`src/rtl/trap_sequencer_pkg.sv`:
```
// Shared types and constants for the machine-mode trap/return sequencer.
// Holds the CSR index enum, sequencer states and MSTATUS field helpers.
package trap_sequencer_pkg;

    typedef enum logic [11:0] {
        MSTATUS  = 12'h300,
        MTVEC    = 12'h305,
        MSCRATCH = 12'h340,
        MEPC     = 12'h341,
        MCAUSE   = 12'h342,
        MTVAL    = 12'h343
    } destinationCSR_;

    typedef enum logic [2:0] {
        IDLE,
        T_EPC,
        T_CAUSE,
        T_TVAL,
        T_STAT,
        T_VEC,
        R_STAT,
        R_EPC
    } trapState_;

    localparam int unsigned MSTATUS_MIE    = 3;
    localparam int unsigned MSTATUS_MPIE   = 7;
    localparam int unsigned MSTATUS_MPP_LO = 11;
    localparam int unsigned MSTATUS_MPP_HI = 12;

    localparam logic [31:0] CAUSE_ILLEGAL_INSN = 32'h0000_0002;
    localparam logic [31:0] CAUSE_BREAKPOINT   = 32'h0000_0003;
    localparam logic [31:0] CAUSE_LOAD_MISALGN = 32'h0000_0004;
    localparam logic [31:0] CAUSE_ECALL_M      = 32'h0000_000B;
    localparam logic [31:0] CAUSE_M_EXT_IRQ    = 32'h8000_000B;

    // Trap entry: stack MIE into MPIE, mask interrupts, previous privilege = M.
    function automatic logic [31:0] mstatusOnTrap(input logic [31:0] s);
        logic [31:0] r;
        r = s;
        r[MSTATUS_MPIE] = s[MSTATUS_MIE];
        r[MSTATUS_MIE]  = 1'b0;
        r[MSTATUS_MPP_HI:MSTATUS_MPP_LO] = 2'b11;
        return r;
    endfunction

    function automatic logic [31:0] mstatusOnMret(input logic [31:0] s);
        logic [31:0] r;
        r = s;
        r[MSTATUS_MIE]  = s[MSTATUS_MPIE];
        r[MSTATUS_MPIE] = 1'b1;
        r[MSTATUS_MPP_HI:MSTATUS_MPP_LO] = 2'b11;
        return r;
    endfunction

endpackage

```
`src/rtl/trap_sequencer_if.sv`:
```
// Pipeline/CSR-file bundle seen by the trap sequencer.
// master = pipeline + CSR file side, slave = sequencer.
interface trap_sequencer_if import trap_sequencer_pkg::*; ();

    logic           trapRequest;
    logic [31:0]    trapCause;
    logic [31:0]    trapPc;
    logic [31:0]    trapValue;
    logic           mretRequest;
    logic           interrupt;
    logic [31:0]    commitPc;
    logic           pipeCsrWrite;
    destinationCSR_ pipeCsrDest;
    logic [31:0]    pipeCsrData;
    destinationCSR_ pipeCsrRead;
    logic [31:0]    csrReadData;
    destinationCSR_ readCSR;
    destinationCSR_ destinationCSR;
    logic [31:0]    csrWriteData;
    logic           csrDestinationEnable;
    logic           flush;
    logic           busy;
    logic           redirectValid;
    logic [31:0]    redirectPc;

    modport master (
        output trapRequest, trapCause, trapPc, trapValue, mretRequest, interrupt,
               commitPc, pipeCsrWrite, pipeCsrDest, pipeCsrData, pipeCsrRead,
               csrReadData,
        input  readCSR, destinationCSR, csrWriteData, csrDestinationEnable,
               flush, busy, redirectValid, redirectPc
    );

    modport slave (
        input  trapRequest, trapCause, trapPc, trapValue, mretRequest, interrupt,
               commitPc, pipeCsrWrite, pipeCsrDest, pipeCsrData, pipeCsrRead,
               csrReadData,
        output readCSR, destinationCSR, csrWriteData, csrDestinationEnable,
               flush, busy, redirectValid, redirectPc
    );

endinterface

```
`src/rtl/trap_sequencer.sv`:
```
// Machine-mode trap entry / MRET sequencer owning the CSR file ports.
// Define TRAP_VECTORED_EN to honour MTVEC vectored mode for interrupts.
module trap_sequencer import trap_sequencer_pkg::*; #(
    parameter logic [31:0] RESET_PC  = 32'h0000_0000,
    parameter logic [31:0] IRQ_CAUSE = CAUSE_M_EXT_IRQ
) (
    input  logic             clock,
    input  logic             reset,
    trap_sequencer_if.slave  bus
);

    trapState_   r_state;
    trapState_   w_next;
    logic [31:0] r_cause;
    logic [31:0] r_pc;
    logic [31:0] r_value;

    logic        w_idle;
    logic        w_mie;
    logic        w_accTrap;
    logic        w_accMret;
    logic        w_accIrq;
    logic [31:0] w_base;
    logic [31:0] w_baseEff;
    logic [31:0] w_vecPc;

    assign w_idle    = (r_state == IDLE);
    // MSTATUS is only on the read port when the pipeline is not writing.
    assign w_mie     = !bus.pipeCsrWrite && bus.csrReadData[MSTATUS_MIE];
    assign w_accTrap = w_idle && bus.trapRequest;
    assign w_accMret = w_idle && !bus.trapRequest && bus.mretRequest;
    assign w_accIrq  = w_idle && !bus.trapRequest && !bus.mretRequest
                       && bus.interrupt && w_mie;

    assign w_base    = {bus.csrReadData[31:2], 2'b00};
    assign w_baseEff = (w_base == '0) ? RESET_PC : w_base;

`ifdef TRAP_VECTORED_EN
    assign w_vecPc = (bus.csrReadData[1:0] == 2'b01 && r_cause[31])
                     ? w_baseEff + {r_cause[29:0], 2'b00} : w_baseEff;
`else
    assign w_vecPc = w_baseEff;
`endif

    always_ff @(posedge clock or negedge reset) begin
        if (!reset) begin
            r_state <= IDLE;
            r_cause <= '0;
            r_pc    <= '0;
            r_value <= '0;
        end else begin
            r_state <= w_next;
            if (w_accTrap) begin
                r_cause <= bus.trapCause;
                r_pc    <= bus.trapPc;
                r_value <= bus.trapValue;
            end else if (w_accIrq) begin
                r_cause <= IRQ_CAUSE;
                r_pc    <= bus.commitPc;
                r_value <= '0;
            end
        end
    end

    always_comb begin
        w_next                   = r_state;
        bus.readCSR              = bus.pipeCsrRead;
        bus.destinationCSR       = destinationCSR_'(12'h000);
        bus.csrWriteData         = '0;
        bus.csrDestinationEnable = 1'b0;
        bus.flush                = 1'b0;
        bus.busy                 = 1'b0;
        bus.redirectValid        = 1'b0;
        bus.redirectPc           = '0;
        // Outputs are held quiet while reset is asserted, independent of state.
        if (reset) begin
            bus.busy = (r_state != IDLE);
            case (r_state)
                IDLE: begin
                    if (!bus.pipeCsrWrite) bus.readCSR = MSTATUS;
                    if (w_accTrap || w_accIrq) begin
                        bus.flush = 1'b1;
                        w_next    = T_EPC;
                    end else if (w_accMret) begin
                        bus.flush = 1'b1;
                        w_next    = R_STAT;
                    end else begin
                        bus.destinationCSR       = bus.pipeCsrDest;
                        bus.csrWriteData         = bus.pipeCsrData;
                        bus.csrDestinationEnable = bus.pipeCsrWrite;
                    end
                end
                T_EPC: begin
                    bus.destinationCSR       = MEPC;
                    bus.csrWriteData         = r_pc & ~32'h3;
                    bus.csrDestinationEnable = 1'b1;
                    w_next                   = T_CAUSE;
                end
                T_CAUSE: begin
                    bus.destinationCSR       = MCAUSE;
                    bus.csrWriteData         = r_cause;
                    bus.csrDestinationEnable = 1'b1;
                    w_next                   = T_TVAL;
                end
                T_TVAL: begin
                    bus.destinationCSR       = MTVAL;
                    bus.csrWriteData         = r_value;
                    bus.csrDestinationEnable = 1'b1;
                    w_next                   = T_STAT;
                end
                T_STAT: begin
                    bus.readCSR              = MSTATUS;
                    bus.destinationCSR       = MSTATUS;
                    bus.csrWriteData         = mstatusOnTrap(bus.csrReadData);
                    bus.csrDestinationEnable = 1'b1;
                    w_next                   = T_VEC;
                end
                T_VEC: begin
                    bus.readCSR       = MTVEC;
                    bus.redirectValid = 1'b1;
                    bus.redirectPc    = w_vecPc;
                    w_next            = IDLE;
                end
                R_STAT: begin
                    bus.readCSR              = MSTATUS;
                    bus.destinationCSR       = MSTATUS;
                    bus.csrWriteData         = mstatusOnMret(bus.csrReadData);
                    bus.csrDestinationEnable = 1'b1;
                    w_next                   = R_EPC;
                end
                R_EPC: begin
                    bus.readCSR       = MEPC;
                    bus.redirectValid = 1'b1;
                    bus.redirectPc    = bus.csrReadData;
                    w_next            = IDLE;
                end
                default: w_next = IDLE;
            endcase
        end
    end

endmodule
```
`src/flat_wrapper.sv`:
```
// flat-port wrapper written by rule: the top's interface ports become plain ports
module trap_sequencer_flat import trap_sequencer_pkg::*;
#(
    parameter logic [31:0] RESET_PC  = 32'h0000_0000,
    parameter logic [31:0] IRQ_CAUSE = CAUSE_M_EXT_IRQ
)
  (clock, reset, bus_trapRequest, bus_trapCause, bus_trapPc, bus_trapValue, bus_mretRequest, bus_interrupt, bus_commitPc, bus_pipeCsrWrite, bus_pipeCsrDest, bus_pipeCsrData, bus_pipeCsrRead, bus_csrReadData, bus_readCSR, bus_destinationCSR, bus_csrWriteData, bus_csrDestinationEnable, bus_flush, bus_busy, bus_redirectValid, bus_redirectPc);
  trap_sequencer_if bus_i ();
  input  logic clock;
  input  logic reset;
  input wire logic [$bits(bus_i.trapRequest)-1:0] bus_trapRequest;
  input wire logic [$bits(bus_i.trapCause)-1:0] bus_trapCause;
  input wire logic [$bits(bus_i.trapPc)-1:0] bus_trapPc;
  input wire logic [$bits(bus_i.trapValue)-1:0] bus_trapValue;
  input wire logic [$bits(bus_i.mretRequest)-1:0] bus_mretRequest;
  input wire logic [$bits(bus_i.interrupt)-1:0] bus_interrupt;
  input wire logic [$bits(bus_i.commitPc)-1:0] bus_commitPc;
  input wire logic [$bits(bus_i.pipeCsrWrite)-1:0] bus_pipeCsrWrite;
  input wire logic [$bits(bus_i.pipeCsrDest)-1:0] bus_pipeCsrDest;
  input wire logic [$bits(bus_i.pipeCsrData)-1:0] bus_pipeCsrData;
  input wire logic [$bits(bus_i.pipeCsrRead)-1:0] bus_pipeCsrRead;
  input wire logic [$bits(bus_i.csrReadData)-1:0] bus_csrReadData;
  output wire logic [$bits(bus_i.readCSR)-1:0] bus_readCSR;
  output wire logic [$bits(bus_i.destinationCSR)-1:0] bus_destinationCSR;
  output wire logic [$bits(bus_i.csrWriteData)-1:0] bus_csrWriteData;
  output wire logic [$bits(bus_i.csrDestinationEnable)-1:0] bus_csrDestinationEnable;
  output wire logic [$bits(bus_i.flush)-1:0] bus_flush;
  output wire logic [$bits(bus_i.busy)-1:0] bus_busy;
  output wire logic [$bits(bus_i.redirectValid)-1:0] bus_redirectValid;
  output wire logic [$bits(bus_i.redirectPc)-1:0] bus_redirectPc;
  assign bus_i.trapRequest = bus_trapRequest;
  assign bus_i.trapCause = bus_trapCause;
  assign bus_i.trapPc = bus_trapPc;
  assign bus_i.trapValue = bus_trapValue;
  assign bus_i.mretRequest = bus_mretRequest;
  assign bus_i.interrupt = bus_interrupt;
  assign bus_i.commitPc = bus_commitPc;
  assign bus_i.pipeCsrWrite = bus_pipeCsrWrite;
  assign bus_i.pipeCsrDest = bus_pipeCsrDest;
  assign bus_i.pipeCsrData = bus_pipeCsrData;
  assign bus_i.pipeCsrRead = bus_pipeCsrRead;
  assign bus_i.csrReadData = bus_csrReadData;
  assign bus_readCSR = bus_i.readCSR;
  assign bus_destinationCSR = bus_i.destinationCSR;
  assign bus_csrWriteData = bus_i.csrWriteData;
  assign bus_csrDestinationEnable = bus_i.csrDestinationEnable;
  assign bus_flush = bus_i.flush;
  assign bus_busy = bus_i.busy;
  assign bus_redirectValid = bus_i.redirectValid;
  assign bus_redirectPc = bus_i.redirectPc;
  trap_sequencer #(.RESET_PC(RESET_PC), .IRQ_CAUSE(IRQ_CAUSE)) u_core (.clock(clock), .reset(reset), .bus(bus_i));
endmodule
```
`config.mk`:
```
export PLATFORM = sky130hd
export DESIGN_NAME = trap_sequencer_flat
export DESIGN_NICKNAME = d
export VERILOG_FILES = /design/src/rtl/trap_sequencer_pkg.sv /design/src/rtl/trap_sequencer_if.sv /design/src/rtl/trap_sequencer.sv /design/src/flat_wrapper.sv
export SDC_FILE = /design/constraint.sdc
export NUM_CORES = 1
export LEC_CHECK = 0
export CAP_MARGIN = 30
export CORE_UTILIZATION = 30
export DETAILED_ROUTE_END_ITERATION = 10
export GPL_TIMING_DRIVEN = 0
export MAX_ROUTING_LAYER = met4
export PLACE_DENSITY = 0.65
export SLEW_MARGIN = 20
export SYNTH_ARGS = -nofsm -noshare
export SYNTH_HDL_FRONTEND = slang
export SYNTH_SLANG_ARGS = --single-unit
export TNS_END_PERCENT = 5
```
`constraint.sdc`:
```
create_clock -name clock -period 2.4 [get_ports clock]
set_clock_uncertainty 0.2 [all_clocks]
set_input_delay 0.48 -clock clock [delete_from_list [all_inputs] [get_ports clock]]
set_output_delay 0.48 -clock clock [all_outputs]
set_load 0.01 [all_outputs]
```
## Word-level counts from Yosys, hierarchy flattened

Cells that the tools add are included.

| cells by class | value |
|---|---|
| $add $sub $neg | 0 |
| $mul | 0 |
| divide/modulo/power cells | 0 |
| $lt $le $gt $ge | 0 |
| eq/ne operators | 8 |
| shift operators | 0 |
| mux-type cells | 34 |
| bitwise logic cells | 0 |
| reduce and logical (&&, ||, !) cells | 19 |

Operators with widths:

| cell | number |
|---|---|
| 32-bit two-way mux | 11 |
| 32-bit case mux with 6 select lines | 1 |
| 32-bit case mux with 2 select lines | 1 |
| 12-bit two-way mux | 5 |
| 12-bit case mux with 5 select lines | 1 |
| 12-bit case mux with 4 select lines | 1 |
| 32-bit logical NOT | 1 |
| 3-bit case mux with 7 select lines | 1 |
| 3-bit == test (second input constant) | 4 |
| 1-bit two-way mux | 10 |
| 1-bit logical AND | 7 |
| 3-bit by 2-bit == test with 1-bit output (second input constant) | 2 |
| 3-bit two-way mux | 2 |
| 5-bit OR reduction | 1 |
| 2-bit OR reduction | 2 |
| 3-bit by 1-bit == test with 1-bit output (second input constant) | 1 |
| 1-bit logical NOT | 3 |
| 3-bit logical NOT | 1 |
| 3-bit != test (second input constant) | 1 |
| 3-bit nonzero test | 1 |
| 1-bit case mux with 2 select lines | 1 |
| 2-bit AND reduction | 1 |
| 2-bit nonzero test | 1 |
| 1-bit logical OR | 1 |

| word-level totals | value |
|---|---|
| bits in registers | 99 |
| latch bits | 0 |
| memory bits (writable) | 0 |
| memory bits (read-only) | 0 |
| bits of input ports | 222 |
| output and inout bits | 92 |
| logic and storage cells | 65 |
| memories kept | 0 |

## Logic depth before layout (Yosys ltp)

| logic depth | value |
|---|---|
| depth in word-level cells | 9 |
| depth in mapped cells | 7 |

## Least setup slack after synthesis

OpenSTA, ideal clock, no wires.

| path | value |
|---|---|
| path kind | flip-flop to output port |
| from | register u_core.r_state[1] |
| to | output port bus_csrWriteData[7] |
| arrival time | 1.774 ns |
| slack | -0.054 ns |
| stages on the path, launching flop included | 7 |
| buffers on the path | 2 |
| path through | dfrtp_1 > buf_6 > or3_4 > nor4_4 > buf_6 > nand2_1 > a31oi_1 |

| between the ends | value |
|---|---|
| word-level cells in the longest chain between the ends | 9 |
| elaborated cells between the ends (all ways) | 17 |

Ends and longest elaborated chain:

| what | line | source |
|---|---|---|
| from (decl) | trap_sequencer.sv:12 | `trapState_ r_state;` |
| from (signal assigned) | trap_sequencer.sv:52 | `r_state <= w_next;` |
| 3-bit logical NOT | trap_sequencer.sv:27, trap_sequencer.sv:78 |  |
| 1-bit logical AND | trap_sequencer.sv:31, trap_sequencer.sv:32 |  |
| 1-bit logical AND | trap_sequencer.sv:32 | `assign w_accIrq = w_idle && !bus.trapRequest && !bus.mretRequest` |
| 1-bit logical AND (2 in series) | trap_sequencer.sv:33 | `&& bus.interrupt && w_mie;` |
| 1-bit logical OR | trap_sequencer.sv:81 | `if (w_accTrap \|\| w_accIrq) begin` |
| 32-bit two-way mux | trap_sequencer.sv:81 |  |
| 32-bit case mux with 6 select lines (*) | trap_sequencer.sv:78 | `case (r_state)` |
| 32-bit two-way mux (*) | trap_sequencer.sv:76 | `if (reset) begin` |
| to (decl) | flat_wrapper.sv:25 | `output wire logic [$bits(bus_i.csrWriteData)-1:0] bus_csrWriteData;` |

Every way passes the cells marked *; elsewhere a longest branch is shown, timed or not.

## Worst setup path after layout

| path | value |
|---|---|
| from | register u_core.r_state[0] |
| to | output port bus_destinationCSR[4] |

| between the ends | value |
|---|---|
| word-level cells in the longest chain between the ends | 9 |
| elaborated cells between the ends (all ways) | 18 |

Ends and longest elaborated chain:

| what | line | source |
|---|---|---|
| 3-bit logical NOT | trap_sequencer.sv:27, trap_sequencer.sv:78 |  |
| 1-bit logical AND | trap_sequencer.sv:31, trap_sequencer.sv:32 |  |
| 1-bit logical AND | trap_sequencer.sv:32 |  |
| 1-bit logical AND (2 in series) | trap_sequencer.sv:33 |  |
| 1-bit logical OR | trap_sequencer.sv:81 |  |
| 12-bit two-way mux | trap_sequencer.sv:81 |  |
| 12-bit case mux with 5 select lines (*) | trap_sequencer.sv:78 |  |
| 12-bit two-way mux (*) | trap_sequencer.sv:76 |  |
| to (decl) | flat_wrapper.sv:24 | `output wire logic [$bits(bus_i.destinationCSR)-1:0] bus_destinationCSR;` |

Marks and branches as above.

==> impl_metrics.py <==
metrics = {
    "status": {
        "status": "finished, violations left",
        "violations": "negative setup slack",
    },
    "timing": {
        "setup_ws_ns": -0.5634,
        "report.final.setup_viol": 83,
        "tightest_slew_ns": 0.7298,
        "period_share_pct": 123.5,
        "tns_ns": -32.27,
        "fmaxAchievable_mhz": 337.5,
        "min_period_ns": 2.963,
        "rsz0062_at_grt": "yes",
        "finalHoldViolations": 0,
        "slew_headroom_pct": 51.35,
        "final_max_slew_viol_count": 0,
    },
    "placement": {
        "dp.cells": 1109,
        "dp_hpwl_um": 18620,
        "finalWeightedCongestion": 0.8328,
        "port_buffers": 308,
    },
    "route": {
        "vias": 5904,
        "drcViolationCount": 0,
        "dr.pass1.iters": 4,
        "ant_nets": 0,
        "drt_wl_total_um": 24630,
        "initialDrtViolationCount": 363,
        "wl_per_cell_um": 21.51,
        "viasPerCell": 5.156,
    },
    "global_routing": {
        "grt_remaining_overflow": 0,
        "grt_max_degree": 26,
        "antenna_found_initial": 0,
        "groute.usage.overall_pct": 26.98,
        "grt_pass1_wl_um": 35290,
        "grt_pass1_vias": 5843,
    },
    "logic_synthesis": {
        "ys_ff_latch": 97,
        "synth.distinct_cells": 34,
        "synth_area_sq_mm": 0.005482,
        "avgSynthCellArea_sq_um": 9.600,
        "synth_warnings": 0,
        "synth_fp_nets": 793,
        "syn_inst": 571,
        "seq_area_frac_synth_pct": 44.28,
    },
    "worst_setup_path": {
        "crit_required_ns": 1.72,
        "worst_setup_path_start_kind": "flop",
        "critPathMaxFanout": 10,
        "end_kind": "output port",
        "arrival_ns": 2.28,
        "r2r_cells": 7,
        "path_class": "flop to output port",
    },
    "layout": {
        "final_cells": 1145,
        "final_common_cell": "clkdlybuf4s50_1",
        "layout_common_cells": "clkdlybuf4s50_1, dfrtp_1, a22o_1",
        "final-seq-area_sq_mm": 0.002429,
        "fillers": 1666,
        "n_antenna_cell": 0,
        "layout-drive-gt1-share_pct": 21.29,
        "multi_input_area_sq_mm": 0.003040,
        "nNetsFinal": 1133,
        "area_delta_synth_final_pct": 76.51,
    },
    "cts": {
        "clockBufferDepth": 2,
        "insertion_delay_ns": 0.35,
        "root_buffer": "clkbuf_16",
        "cts_tree": "built",
        "htree_levels": 3,
        "numCtsBuffers": 9,
        "clock_sinks": 97,
        "clkTransAtPathRegs_ns": 0.07,
    },
    "floorplanning": {
        "initial_utilization_pct": 30.51,
        "die_h_um": 137.2,
        "die_area_sq_mm": 0.01882,
        "placementRows": 49,
        "die_w_um": 137.2,
        "io_pins": 314,
        "core_sq_mm": 0.01796,
    },
    "power_and_ir_drop": {
        "irDropWorstVdd_mv": 0.4393,
        "leakagePower_nw": 4.412,
        "power.density_mw_per_mm2": 961.2,
    },
    "flow_run": {
        "maxCapViolCount": 0,
    },
    "min_path": {
        "worstHoldPathType": "primary input to asynchronous set/reset pin",
    },
}
[metal layers]
layer  share of wire (%)  up-vias  wire length (um)  GRT usage [%]
li1                    -     2780                 -              -
met1                  43     2830             10660          35.19
met2                  48      266             11870          43.55
met3                 6.8       28              1684          3.164
met4                 1.7        0               415          8.913
met5                   0        -                 0              -
[layout make-up]
type	instances	share of cell area [%]
Timing Repair Buffer	332	33.47
Clock inverter	5	0.3879
Tap cell	229	2.961
Multi-Input combinational cell	417	31.42
Buffer	51	3.905
Clock buffer	11	2.612
Sequential cell	97	25.10
Inverter	3	0.1422
[Yosys cell counts (all sizes together)]
cell	instances	area share, %
dfrtp	97	44
nand2	72	4.9
a22o	63	10
mux2i	56	10
and2	40	4.6
a21oi	34	3.1
clkbuf	34	2.3
o21ai	34	3.1
nor2	29	2.0
buf	20	2.3
a221oi	16	2.6
a22oi	14	1.9
o22a	14	2.2
and3	9	1.0
nand2b	7	0.80
a31oi	4	0.46
nor2b	4	0.46
a21boi	3	0.41
inv	3	0.21
mux2	3	0.62
nor3	3	0.27
a222oi	2	0.37
o21bai	2	0.27
a21o	1	0.14
a32o	1	0.18
and3b	1	0.16
nand3	1	0.091
nor4	1	0.39
nor4bb	1	0.18
or3	1	0.21
xnor2	1	0.16
[sequential cells by signal, summed over array words and instances (netlist names)]
name            flops
u_core.r_cause     32
u_core.r_value     32
u_core.r_pc        30
u_core.r_state      3
[metrics by stage]
step	hold WS [ns]	utilization, %	cell area, sq um	worst slack [ns]	total power (W)
after detailed placement	0.2551	50.21	9019	-1.670	0.007693
after CTS	0.04421	53.75	9656	-0.5184	0.009254
after global placement	0.2613	50.05	8990	-5.062	0.007643
after global routing	0.05998	53.86	9676	-0.6337	0.009840
after floorplan	-0.01559	-	5620	-0.05205	0.005522
final	0.04394	53.86	9676	-0.5634	0.009300
[power breakdown]
group	internal [W]	leakage, nW	total, W	switching, W
sequential	0.00237	1.22	0.00284	0.000464
combinational	0.00244	3.06	0.00503	0.00259
clock	0.000764	0.138	0.00144	0.000674
[what timing repair did]
| action | CTS | global route |
|---|---|---|
| endpoints found under the setup margin | 182 | 182 |
| pin swaps | 17 | 17 |
| endpoints found under the hold margin | 72 | 0 |
| setup buffers | 12 | 3 |
| hold buffers | 6 | 0 |
| gates cloned | 4 | 0 |
| gates resized for setup | 267 | 44 |
[critical path: stages (launching register included)]
cell and delay [ns]:
dfrtp_1 0.37, buf_6 0.13, or3_4 0.40, nor4_4 0.26, buf_6 0.15, buf_4 0.17
and3_1 0.21, clkdlybuf4s15_2 0.23
[cell families (layout without fill, tap and decap cells)]
kind of cell | after synthesis | after routing | synth area share [%]
AOI/OAI and AO/OA | 188 | 188 | 24.81
xor gates and xnor gates | 1 | 1 | 0.1598
and+or+nand+nor | 169 | 169 | 15.06
buffers and inverters | 57 | 402 | 4.839
DFF | 97 | 97 | 44.28
muxes | 59 | 59 | 10.84
[final timing paths]
path                                    from                     to  slack [ns]
max                        u_core.r_state[0]  bus_destinationCSR[4]       -0.56
min                                    reset     u_core.r_value[28]        0.04
max reg2reg                u_core.r_state[0]     u_core.r_value[30]        0.01
min reg2reg                  u_core.r_pc[16]        u_core.r_pc[16]        0.28
max in group asynchronous              reset      u_core.r_state[2]        1.19
min in group clock           u_core.r_pc[16]        u_core.r_pc[16]        0.28
Power figures use the tool's default switching activity.
